**config.mk**
```make
export PLATFORM = sky130hd
export DESIGN_NAME = dfe
export DESIGN_NICKNAME = d
export VERILOG_FILES = /design/src/rtl/dfe_pkg.sv /design/src/rtl/pam4_slicer.sv /design/src/rtl/dfe.sv
export SDC_FILE = /design/constraint.sdc
export NUM_CORES = 1
export LEC_CHECK = 0
export BUFFER_PORTS_ARGS = -buffer_cell sky130_fd_sc_hd__buf_2
export CAP_MARGIN = 20
export CORE_AREA = 2 2 39 41
export DETAILED_ROUTE_END_ITERATION = 8
export DIE_AREA = 0 0 41 43
export PLACE_DENSITY = 0.54
export REMOVE_ABC_BUFFERS = 1
export SLEW_MARGIN = 25
export SYNTH_ARGS = -nofsm -noshare
export SYNTH_HDL_FRONTEND = slang
export SYNTH_SLANG_ARGS = --single-unit
```
**constraint.sdc**
```tcl
create_clock -name clk -period 1 [get_ports clk]
set_input_delay 0.15 -clock clk [delete_from_list [all_inputs] [get_ports clk]]
set_output_delay 0.15 -clock clk [all_outputs]
set_load 0.1 [all_outputs]
```
**src/rtl/dfe_pkg.sv**
```systemverilog
// Shared constants and helpers for the PAM-4 decision-feedback equalizer:
// ideal levels, slicer thresholds, Q0.8 tap weights and the saturate helper.
package dfe_pkg;

  localparam int H_FRAC_BITS = 8;
  localparam int MAX_TAPS    = 4;

  // Unsigned Q0.8 post-cursor weights, H[1] is the most recent decision's tap.
  localparam logic [7:0] H_TAPS [1:MAX_TAPS] = '{8'd128, 8'd64, 8'd32, 8'd16};

  localparam int THR_MID = 0;

  function automatic int level_outer(input int s);
    return (3 * s) / 2;
  endfunction

  function automatic int level_inner(input int s);
    return s / 2;
  endfunction

  function automatic int thr_hi(input int s);
    return s;
  endfunction

  function automatic int thr_lo(input int s);
    return -s;
  endfunction

  // Clamp a signed value into the two's-complement range of the given width.
  function automatic int saturate(input int value, input int width);
    int hi;
    int lo;
    hi = (1 << (width - 1)) - 1;
    lo = -(1 << (width - 1));
    if (value > hi)      return hi;
    else if (value < lo) return lo;
    else                 return value;
  endfunction

endpackage

```
**src/rtl/pam4_slicer.sv**
```systemverilog
// Combinational PAM-4 slicer: maps an equalized sample to the nearest
// ideal level at thresholds -S, 0, +S.
module pam4_slicer
  import dfe_pkg::*;
#(
  parameter int SIGNAL_RESOLUTION = 8,
  parameter int SYMBOL_SEPERATION = 56
) (
  input  logic signed [SIGNAL_RESOLUTION-1:0] eq_i,
  output logic signed [SIGNAL_RESOLUTION-1:0] level_o
);

  localparam int S = SYMBOL_SEPERATION;

  always_comb begin
    // NOTE: every branch assigns level_o, so no latch is inferred.
    if (int'(eq_i) >= thr_hi(S))
      level_o = SIGNAL_RESOLUTION'(level_outer(S));
    else if (int'(eq_i) >= THR_MID)
      level_o = SIGNAL_RESOLUTION'(level_inner(S));
    else if (int'(eq_i) >= thr_lo(S))
      level_o = SIGNAL_RESOLUTION'(-level_inner(S));
    else
      level_o = SIGNAL_RESOLUTION'(-level_outer(S));
  end

endmodule

```
**src/rtl/dfe.sv**
```systemverilog
// PAM-4 decision-feedback equalizer. Feedback taps are built only when
// DFE_FEEDBACK_EN is defined; otherwise this is a registered slicer.
module dfe
  import dfe_pkg::*;
#(
  parameter int PULSE_RESPONSE_LENGTH = 2,
  parameter int SIGNAL_RESOLUTION     = 8,
  parameter int SYMBOL_SEPERATION     = 56
) (
  input  logic                                clk,
  input  logic                                rstn,
  input  logic signed [SIGNAL_RESOLUTION-1:0] signal_in,
  input  logic                                signal_in_valid,
  output logic signed [SIGNAL_RESOLUTION-1:0] signal_out,
  output logic                                signal_out_valid
);

  localparam int N  = SIGNAL_RESOLUTION;
  localparam int SW = N + 9 + $clog2(PULSE_RESPONSE_LENGTH);

  logic signed [SW-1:0] fb;
  logic signed [SW:0]   eq_ext;
  logic signed [N-1:0]  eq_sat;
  logic signed [N-1:0]  decision;
  logic signed [N-1:0]  signal_out_q;
  logic                 valid_q;

`ifdef DFE_FEEDBACK_EN
  localparam int TAPS = PULSE_RESPONSE_LENGTH - 1;

  if (TAPS > 0) begin : g_feedback
    // hist_q[0] holds d[1], the most recent decision.
    logic signed [N-1:0]  hist_q [TAPS];
    logic signed [SW-1:0] acc;
    logic signed [SW-1:0] h_ext;
    logic signed [SW-1:0] d_ext;

    always_comb begin
      acc   = '0;
      h_ext = '0;
      d_ext = '0;
      for (int k = 0; k < TAPS; k++) begin
        h_ext = SW'($signed({1'b0, H_TAPS[k+1]}));
        d_ext = SW'(hist_q[k]);
        acc   = acc + h_ext * d_ext;
      end
      fb = acc >>> H_FRAC_BITS;
    end

    // NOTE: the history is a handful of flops feeding the multipliers, and it
    // must read as zero right after reset, so every entry is reset here.
    always_ff @(posedge clk or posedge rstn) begin
      if (rstn) begin
        for (int k = 0; k < TAPS; k++) hist_q[k] <= '0;
      end else if (signal_in_valid) begin
        hist_q[0] <= decision;
        for (int k = 1; k < TAPS; k++) hist_q[k] <= hist_q[k-1];
      end
    end
  end else begin : g_no_taps
    assign fb = '0;
  end
`else
  assign fb = '0;
`endif

  assign eq_ext = (SW+1)'(signal_in) - (SW+1)'(fb);
  assign eq_sat = N'(saturate(int'(eq_ext), N));

  pam4_slicer #(
    .SIGNAL_RESOLUTION (SIGNAL_RESOLUTION),
    .SYMBOL_SEPERATION (SYMBOL_SEPERATION)
  ) u_slicer (
    .eq_i    (eq_sat),
    .level_o (decision)
  );

  // NOTE: registers use non-blocking assignments so all flops update together.
  always_ff @(posedge clk or posedge rstn) begin
    if (rstn) begin
      signal_out_q <= '0;
      valid_q      <= 1'b0;
    end else begin
      valid_q <= signal_in_valid;
      if (signal_in_valid) signal_out_q <= decision;
    end
  end

  assign signal_out       = signal_out_q;
  assign signal_out_valid = valid_q;

endmodule

```
Yosys cells after proc, flatten, opt, wreduce, memory -nomap -nowiden
Cells that the tools add are included.
{"block": "word_totals", "ff_bits": 9, "inputBits": 11, "out_inout_bits": 9, "elab_cells": 12}
{"block": "classes", "order_cmp": 5, "mux": 5}
{"cell": "2-to-1 mux 8 bit", "n": 4}
{"cell": ">= comparator 8 x 7 -> 1 bit (second input constant)", "n": 2}
{"cell": ">= comparator 8 x 1 -> 1 bit (second input constant)", "n": 1}
{"cell": "> comparator 8 bit (second input constant)", "n": 1}
{"cell": "less-than comparator 8 bit (second input constant)", "n": 1}
{"cell": "2-to-1 mux 7 bit", "n": 1}

Logic depth before layout (Yosys ltp)
Gate-level depths: netlist of run 1.
{"block": "depth", "ltp_word": 7, "depth_mapped": 3, "mapped_depth_nobuf": 2}

Cells and area by module
Synthesis of run 1 repeated with hierarchy kept, for this count alone.
{"block": "unflattened", "cells_unflattened": 41, "area_unflattened_um2": 484.2}
{"module": "dfe", "n_inst": 1, "cells_each": 27, "area_per_inst_um2": 390.4, "seq_area_each_um2": 225.2}
{"module": "pam4_slicer", "n_inst": 1, "cells_each": 14, "area_per_inst_um2": 93.8, "seq_area_each_um2": 0.0}

Least setup slack after synthesis of run 1
No wires, ideal clock.
{"block": "synth_timing", "path_kind": "register -> output", "from": "register signal_out[5] (netlist name)", "to": "output port signal_out[7]", "arrival_time_ns": 1.337, "required_ns": 0.850, "setup_slack_ns": -0.487, "stages_incl_launch_ff": 2, "n_path_buf": 1, "path_cell_list": "dfrtp_1 -> buf_4"}
{"item": "to (decl)", "line": "dfe.sv:14", "rtl": "output logic signed [SIGNAL_RESOLUTION-1:0] signal_out,"}

Final worst setup path of run 1
{"block": "layout_timing", "from": "register signal_out_q[5] (netlist: signal_out[5])", "to": "output port signal_out[5]"}
{"item": "from (decl)", "line": "dfe.sv:25", "rtl": "logic signed [N-1:0] signal_out_q;"}
{"item": "from (signal assigned)", "line": "dfe.sv:85", "rtl": "if (signal_in_valid) signal_out_q <= decision;"}
No word-level cell between the ends.

==> results of run 1 <==
[metrics by stage]
| stage | utilization | area, um2 |
|---|---|---|
| after floorplan | - | 245.2 |
| after global placement | 0.3237 | 447.9 |
| after detailed placement | 0.3237 | 447.9 |
| after CTS | 0.3481 | 481.7 |
| after global routing | 0.3481 | 481.7 |
| final | 0.3481 | 481.7 |
[cell usage after synthesis]
cell type,count
nor2_1,2
dfrtp_1,6
or2_2,1
inv_1,1
a31o_2,1
mux2_2,1
buf_4,3
nor2b_1,1
or4b_4,1
clkbuf_1,1
a41o_1,1
a21oi_1,1
nand2b_1,1
a41oi_1,1
conb_1,1
[final timing paths]
| check | to | depth (start not counted) | from | slack (ns) |
|---|---|---|---|---|
| setup / recovery | signal_out[5] | 1 | signal_out[5] | -0.01 |
| hold / removal | signal_out_valid | 1 | signal_in_valid | 0.12 |
| setup reg to reg | signal_out[6] | 2 | signal_out[6] | 0.15 |
| hold reg to reg | signal_out[2] | 1 | signal_out[2] | 0.54 |
| max in group asynchronous | signal_out[5] | 3 | rstn | 0.42 |
| min in group asynchronous | signal_out[2] | 3 | rstn | 0.37 |
[worst register-to-register path: stages, from the launching register on]
cell     delay (ns)
dfrtp_1        0.39
nor2b_1        0.14
a41o_1         0.20
[flip-flops by register name (all words and copies together) (netlist names)]
signal	cells
signal_out	5
signal_out_valid	1
[repair_timing]
action | in CTS | in global routing
gates resized for setup | 1 | 0
hold buffers | 1 | 0
endpoints found under the hold margin | 6 | 0
endpoints found under the setup margin | 2 | 3
pin swaps | 0 | 0
cloned | 0 | 0
[metal layers]
layer | routed length (um) | GRT usage | part of all wire
met5 | 0 | 0 | 0
met4 | 0 | 0.06000 | 0
met3 | 75 | 0.04188 | 0.13
met2 | 241 | 0.1156 | 0.43
met1 | 243 | 0.1053 | 0.43
[area by class of cell]
type | instances | area, um2
fill | 143 | 902.1
tap | 16 | 20.02
timing repair buffer | 16 | 192.7
clock buffer | 3 | 22.52
sequential | 6 | 151.4
multi-input combinational | 13 | 91.34
inverter | 1 | 3.754
[power by group]
group | switching, mW | total (mW) | internal [mW]
registers | 0.0229 | 0.286 | 0.263
logic | 0.236 | 0.355 | 0.119
clock network | 0.0820 | 0.217 | 0.135
[cells by family after synthesis]
family / after synthesis
and+or+nand+nor: 6
DFF: 6
muxes: 1
AOI/OAI and AO/OA: 4
other: 1
buffers and inverters: 5
==> run_results.csv, run 1 <==
group,metric,value,unit
outcome,status,"finished, violations left",
outcome,violations,"setup timing",
clocking,cts_tree,"done",
worst_setup_path,worstSetupPathType,"flip-flop to primary output",
worst_setup_path,crit_chain,"buf_12",
worst_setup_path,cp_top_family,"flip-flops",
floorplan,fp.coreArea,0.001384,mm2
worst_setup_path,start_kind,"flip-flop",
timing,period_needed,1.012,ns
yosys,yosys.area_share.simple,0.1495,
layout,area_growth,79.91,%
clocking,cts.path.max_buffers,2,
timing,rsz0062_at_grt,"yes",
yosys,synthesis.area,267.8,um2
drt,drt-initial-drc-count,4,
yosys,netlist_instances,23,
layout,final_layout_size_suffix_gt1_frac,0.5897,
global_routing,track_usage,0.08696,
timing,fmax,988.5,MHz
yosys,synthXorXnorAreaFrac,0,
worst_setup_path,crit_path_end_kind,"primary output",
yosys,yosysWarningCount,0,
clocking,insertion_delay,0.24,ns
timing,setup_tns,-0.02308,ns
job,maxCapViolCount,0,
yosys,ys_ff_latch,6,
hold_path,hold_path.class,"primary input to flip-flop",
placed_design,hpwlAfterDp,425.1,um
layout,nets,52,
timing,whs,0.1236,ns
yosys,synth.area.mux_share,0.04206,
power_and_ir_drop,pwr_density_cell,1782,mW/mm2
clocking,path_clk_slew,0.04,ns
layout,diodes,0,
yosys,synth_top_family_by_area,"simple AND/OR/NAND/NOR gates",
clocking,clock_sinks,6,
timing,setup_violations,2,
yosys,synthAdderAreaFrac,0,
drt,drc,0,
drt,post_drt_wl_per_cell,10.20,um
power_and_ir_drop,vdd_ir_drop_max,0.0007275,V
global_routing,grt_first_pass_wirelength,986,um
worst_setup_path,critPathBufInv,1,
worst_setup_path,path_max_fanout,3,
global_routing,overflow,0,
yosys,avgSynthCellArea,11.64,um2
floorplan,dieArea,0.001763,mm2
floorplan,rows,14,
yosys,yosysTopAreaCell,"dfrtp_1",
timing,layout_setup_ws,-0.01161,ns
global_routing,grt_pass1_vias,249,
yosys,ys_types,15,
worst_setup_path,cp.arrival,0.86,ns
layout,final_cell_mix,"buf_2 (7), buf_12 (7), dfrtp_1 (5), clkbuf_4 (3)",
worst_setup_path,cp.required,0.85,ns
clocking,post_cts_buffers,0,
drt,wl,561,um
placed_design,dp_slack,-0.1551,ns
yosys,synth.top_cell.area_share,0.5607,
clocking,cts_buffers,3,
timing,final_max_slew_viol_count,0,
clocking,cts-root-buf,"clkbuf_4",
floorplan,ios,20,
power_and_ir_drop,cellLeakagePower,0.2258,nW
placed_design,gp_congestion,0.6447,
yosys,synth_compound_area_frac,0.1215,
floorplan,die_w,41,um
drt,first_pass_iters,2,
timing,finalClockSkew,0,ns
power_and_ir_drop,p_total,858.6,uW
placed_design,io_buffers,14,
global_routing,grt_max_degree,10,
global_routing,antenna_found_initial,0,
drt,ant_nets,0,
timing,hold_viol_final,0,
drt,via_per_inst,4.127,
drt,vias,227,
worst_setup_path,max_stage_delay,0.44,ns
floorplan,start_util,0.1935,
clocking,htree_levels,1,
worst_setup_path,cpMaxStageDelayCell,"dfrtp_2",
placed_design,dp.cells,51,
timing,finalCritPeriodShare,1.012,
layout,finalNonFillerCells,55,
yosys,ys_top_cells_by_area,"dfrtp_1 (56%), buf_4 (8.4%), or4b_4 (5.1%)",
floorplan,die_h,43,um
yosys,ys_seq_area_frac,0.5607,
Note: power is estimated with default switching activity, not from simulation.
==> run 2: changes to the inputs <==
--- a/config.mk
+++ b/config.mk
@@ -5,12 +5,12 @@
 export SDC_FILE = /design/constraint.sdc
 export NUM_CORES = 1
 export LEC_CHECK = 0
-export BUFFER_PORTS_ARGS = -buffer_cell sky130_fd_sc_hd__buf_2
 export CAP_MARGIN = 20
 export CORE_AREA = 2 2 39 41
 export DETAILED_ROUTE_END_ITERATION = 8
 export DIE_AREA = 0 0 41 43
-export PLACE_DENSITY = 0.54
+export DONT_BUFFER_PORTS = 1
+export PLACE_DENSITY = 0.41
 export REMOVE_ABC_BUFFERS = 1
 export SLEW_MARGIN = 25
 export SYNTH_ARGS = -nofsm -noshare
==> run 2 against run 1 <==
- the run still ends with setup timing left
- largest power group unchanged
- flip-flop and latch count is the same
- register-to-register slack barely moved
- routed wire length is 0.53% lower
- die area stayed put
==> run_results.csv, run 2 (synthesis results as in run 1) <==
group,metric,value,unit
timing,period_needed,1.036,ns
worst_setup_path,path_max_fanout,2,
timing,fmax,965.4,MHz
power_and_ir_drop,cellLeakagePower,0.1936,nW
layout,final_area,442.9,um2
drt,via_per_inst,4.000,
worst_setup_path,max_stage_delay,0.38,ns
placed_design,dpl_cell_area,386.6,um2
drt,vias,196,
drt,wl,558,um
floorplan,ios,20,
hold_path,hold_path.class,"primary input to flip-flop",
worst_setup_path,crit_path_end_kind,"primary output",
timing,finalClockSkew,0,ns
clocking,insertion_delay,0.24,ns
timing,setup_violations,2,
worst_setup_path,path_depth,1,
global_routing,grt_max_degree,9,
global_routing,met3_usage,0.04188,
global_routing,grtUsageMet2,0.09063,
layout,multi_input_area,91.34,um2
worst_setup_path,cp_top_family,"flip-flops",
timing,finalCritPeriodShare,1.036,
clocking,cts_tree,"done",
power_and_ir_drop,pwr_density_cell,1921,mW/mm2
clocking,cts_buffers,3,
placed_design,gp_congestion,0.6034,
job,maxCapViolCount,0,
timing,rsz0062_at_grt,"yes",
worst_setup_path,cp.arrival,0.89,ns
floorplan,dieArea,0.001763,mm2
worst_setup_path,regToRegSetupSlack,0.16,ns
global_routing,grt_pass1_vias,203,
clocking,path_clk_slew,0.06,ns
drt,post_drt_wl_per_cell,11.39,um
drt,first_pass_iters,3,
power_and_ir_drop,vdd_ir_drop_max,0.0005449,V
layout,final_layout_size_suffix_gt1_frac,0.4242,
global_routing,top_usage_layer,"met1",
worst_setup_path,crit_chain,"buf_12",
worst_setup_path,cpMaxStageDelayCell,"dfrtp_2",
layout,diodes,0,
worst_setup_path,critPathBufInv,1,
floorplan,rows,14,
clocking,cts-root-buf,"clkbuf_4",
floorplan,die_w,41,um
layout,final_cell_mix,"buf_12 (6), dfrtp_1 (5), clkbuf_4 (3), dlygate4sd3_1 (3)",
floorplan,fp.coreArea,0.001384,mm2
layout,seqCellArea,151.4,um2
worst_setup_path,start_kind,"flip-flop",
global_routing,antenna_found_initial,0,
hold_path,whs_path_depth,1,
layout,nFillCells,140,
worst_setup_path,cp.required,0.85,ns
floorplan,start_util,0.1935,
clocking,cts.path.max_buffers,2,
timing,hold_viol_final,0,
worst_setup_path,reg2regPathDepth,2,
drt,drc,0,
global_routing,overflow,0,
outcome,status,"finished, violations left",
outcome,violations,"setup timing",
layout,nets,45,
clocking,post_cts_resized,0,
global_routing,grt_first_pass_wirelength,890,um
timing,setup_tns,-0.07173,ns
timing,layout_setup_ws,-0.03588,ns
layout,largest_register_ffs,5,
global_routing,track_usage,0.08426,
worst_setup_path,worstSetupPathType,"flip-flop to primary output",
layout,area_growth,65.42,%
drt,ant_nets,0,
placed_design,io_buffers,0,
global_routing,met1_usage,0.1133,
layout,final_common_cell,"buf_12",
drt,drt-initial-drc-count,2,
clocking,htree_levels,1,
floorplan,die_h,43,um
clocking,post_cts_buffers,0,
clocking,clock_sinks,6,
timing,final_max_slew_viol_count,0,
run 2: cell count changes in the layout (fill, tap and decap cells not counted):
cell           before  now
buf_4               1    0
clkbuf_1            0    1
dlygate4sd3_1       1    3
buf_2               7    0
buf_12              7    6
run 2: final cells by class:
type | count | area share
clock buffers | 4 | 0.05932
inverters | 1 | 0.008475
multi-input cells | 13 | 0.2062
flip-flops and latches | 6 | 0.3418
well taps | 16 | 0.04520
repair buffers | 9 | 0.3390
run 2: stage by stage:
stage | worst slack [ns] | total power, mW | hold slack [ns] | utilization | cells
3_5_place_dp | -0.03868 | 0.6011 | -0.03088 | 0.2794 | 42
5_1_grt | -0.07113 | 0.8907 | 0.01228 | 0.3201 | 49
4_1_cts | -0.05057 | 0.8658 | 0.01395 | 0.3201 | 49
6_report | -0.03588 | 0.8507 | 0.02450 | 0.3201 | 49
3_3_place_gp | -0.02779 | 0.5992 | -0.03617 | 0.2794 | 42
2_1_floorplan | -0.9034 | 0.5024 | -0.05904 | - | 20
run 2: routing by layer:
metal / share of wire / vias to the layer above
met3: 0.12 / 0
li1: - / 94
met5: 0 / -
met1: 0.41 / 91
met4: 0 / 0
met2: 0.47 / 11
run 2: worst paths after layout:
| path | from | to |
|---|---|---|
| hold / removal | signal_in_valid | signal_out[3] |
| min in group asynchronous | rstn | signal_out[4] |
| setup / recovery | signal_out[5] | signal_out[7] |
| max in group asynchronous | rstn | signal_out[5] |
| setup reg to reg | signal_out[6] | signal_out[6] |
| hold reg to reg | signal_out[2] | signal_out[2] |
run 2: power breakdown:
group | leakage (nW) | switching [mW] | internal, mW | total [mW]
registers | 0.0655 | 0.0189 | 0.263 | 0.282
clock network | 0.0150 | 0.0934 | 0.151 | 0.245
logic | 0.113 | 0.227 | 0.0974 | 0.324
total | 0.194 | 0.339 | 0.512 | 0.851
run 2: what timing repair did:
action	4_1_cts	5_1_grt
setup endpoints to repair	3	4
hold endpoints to repair	8	0
cloned	0	0
hold buffers	3	0
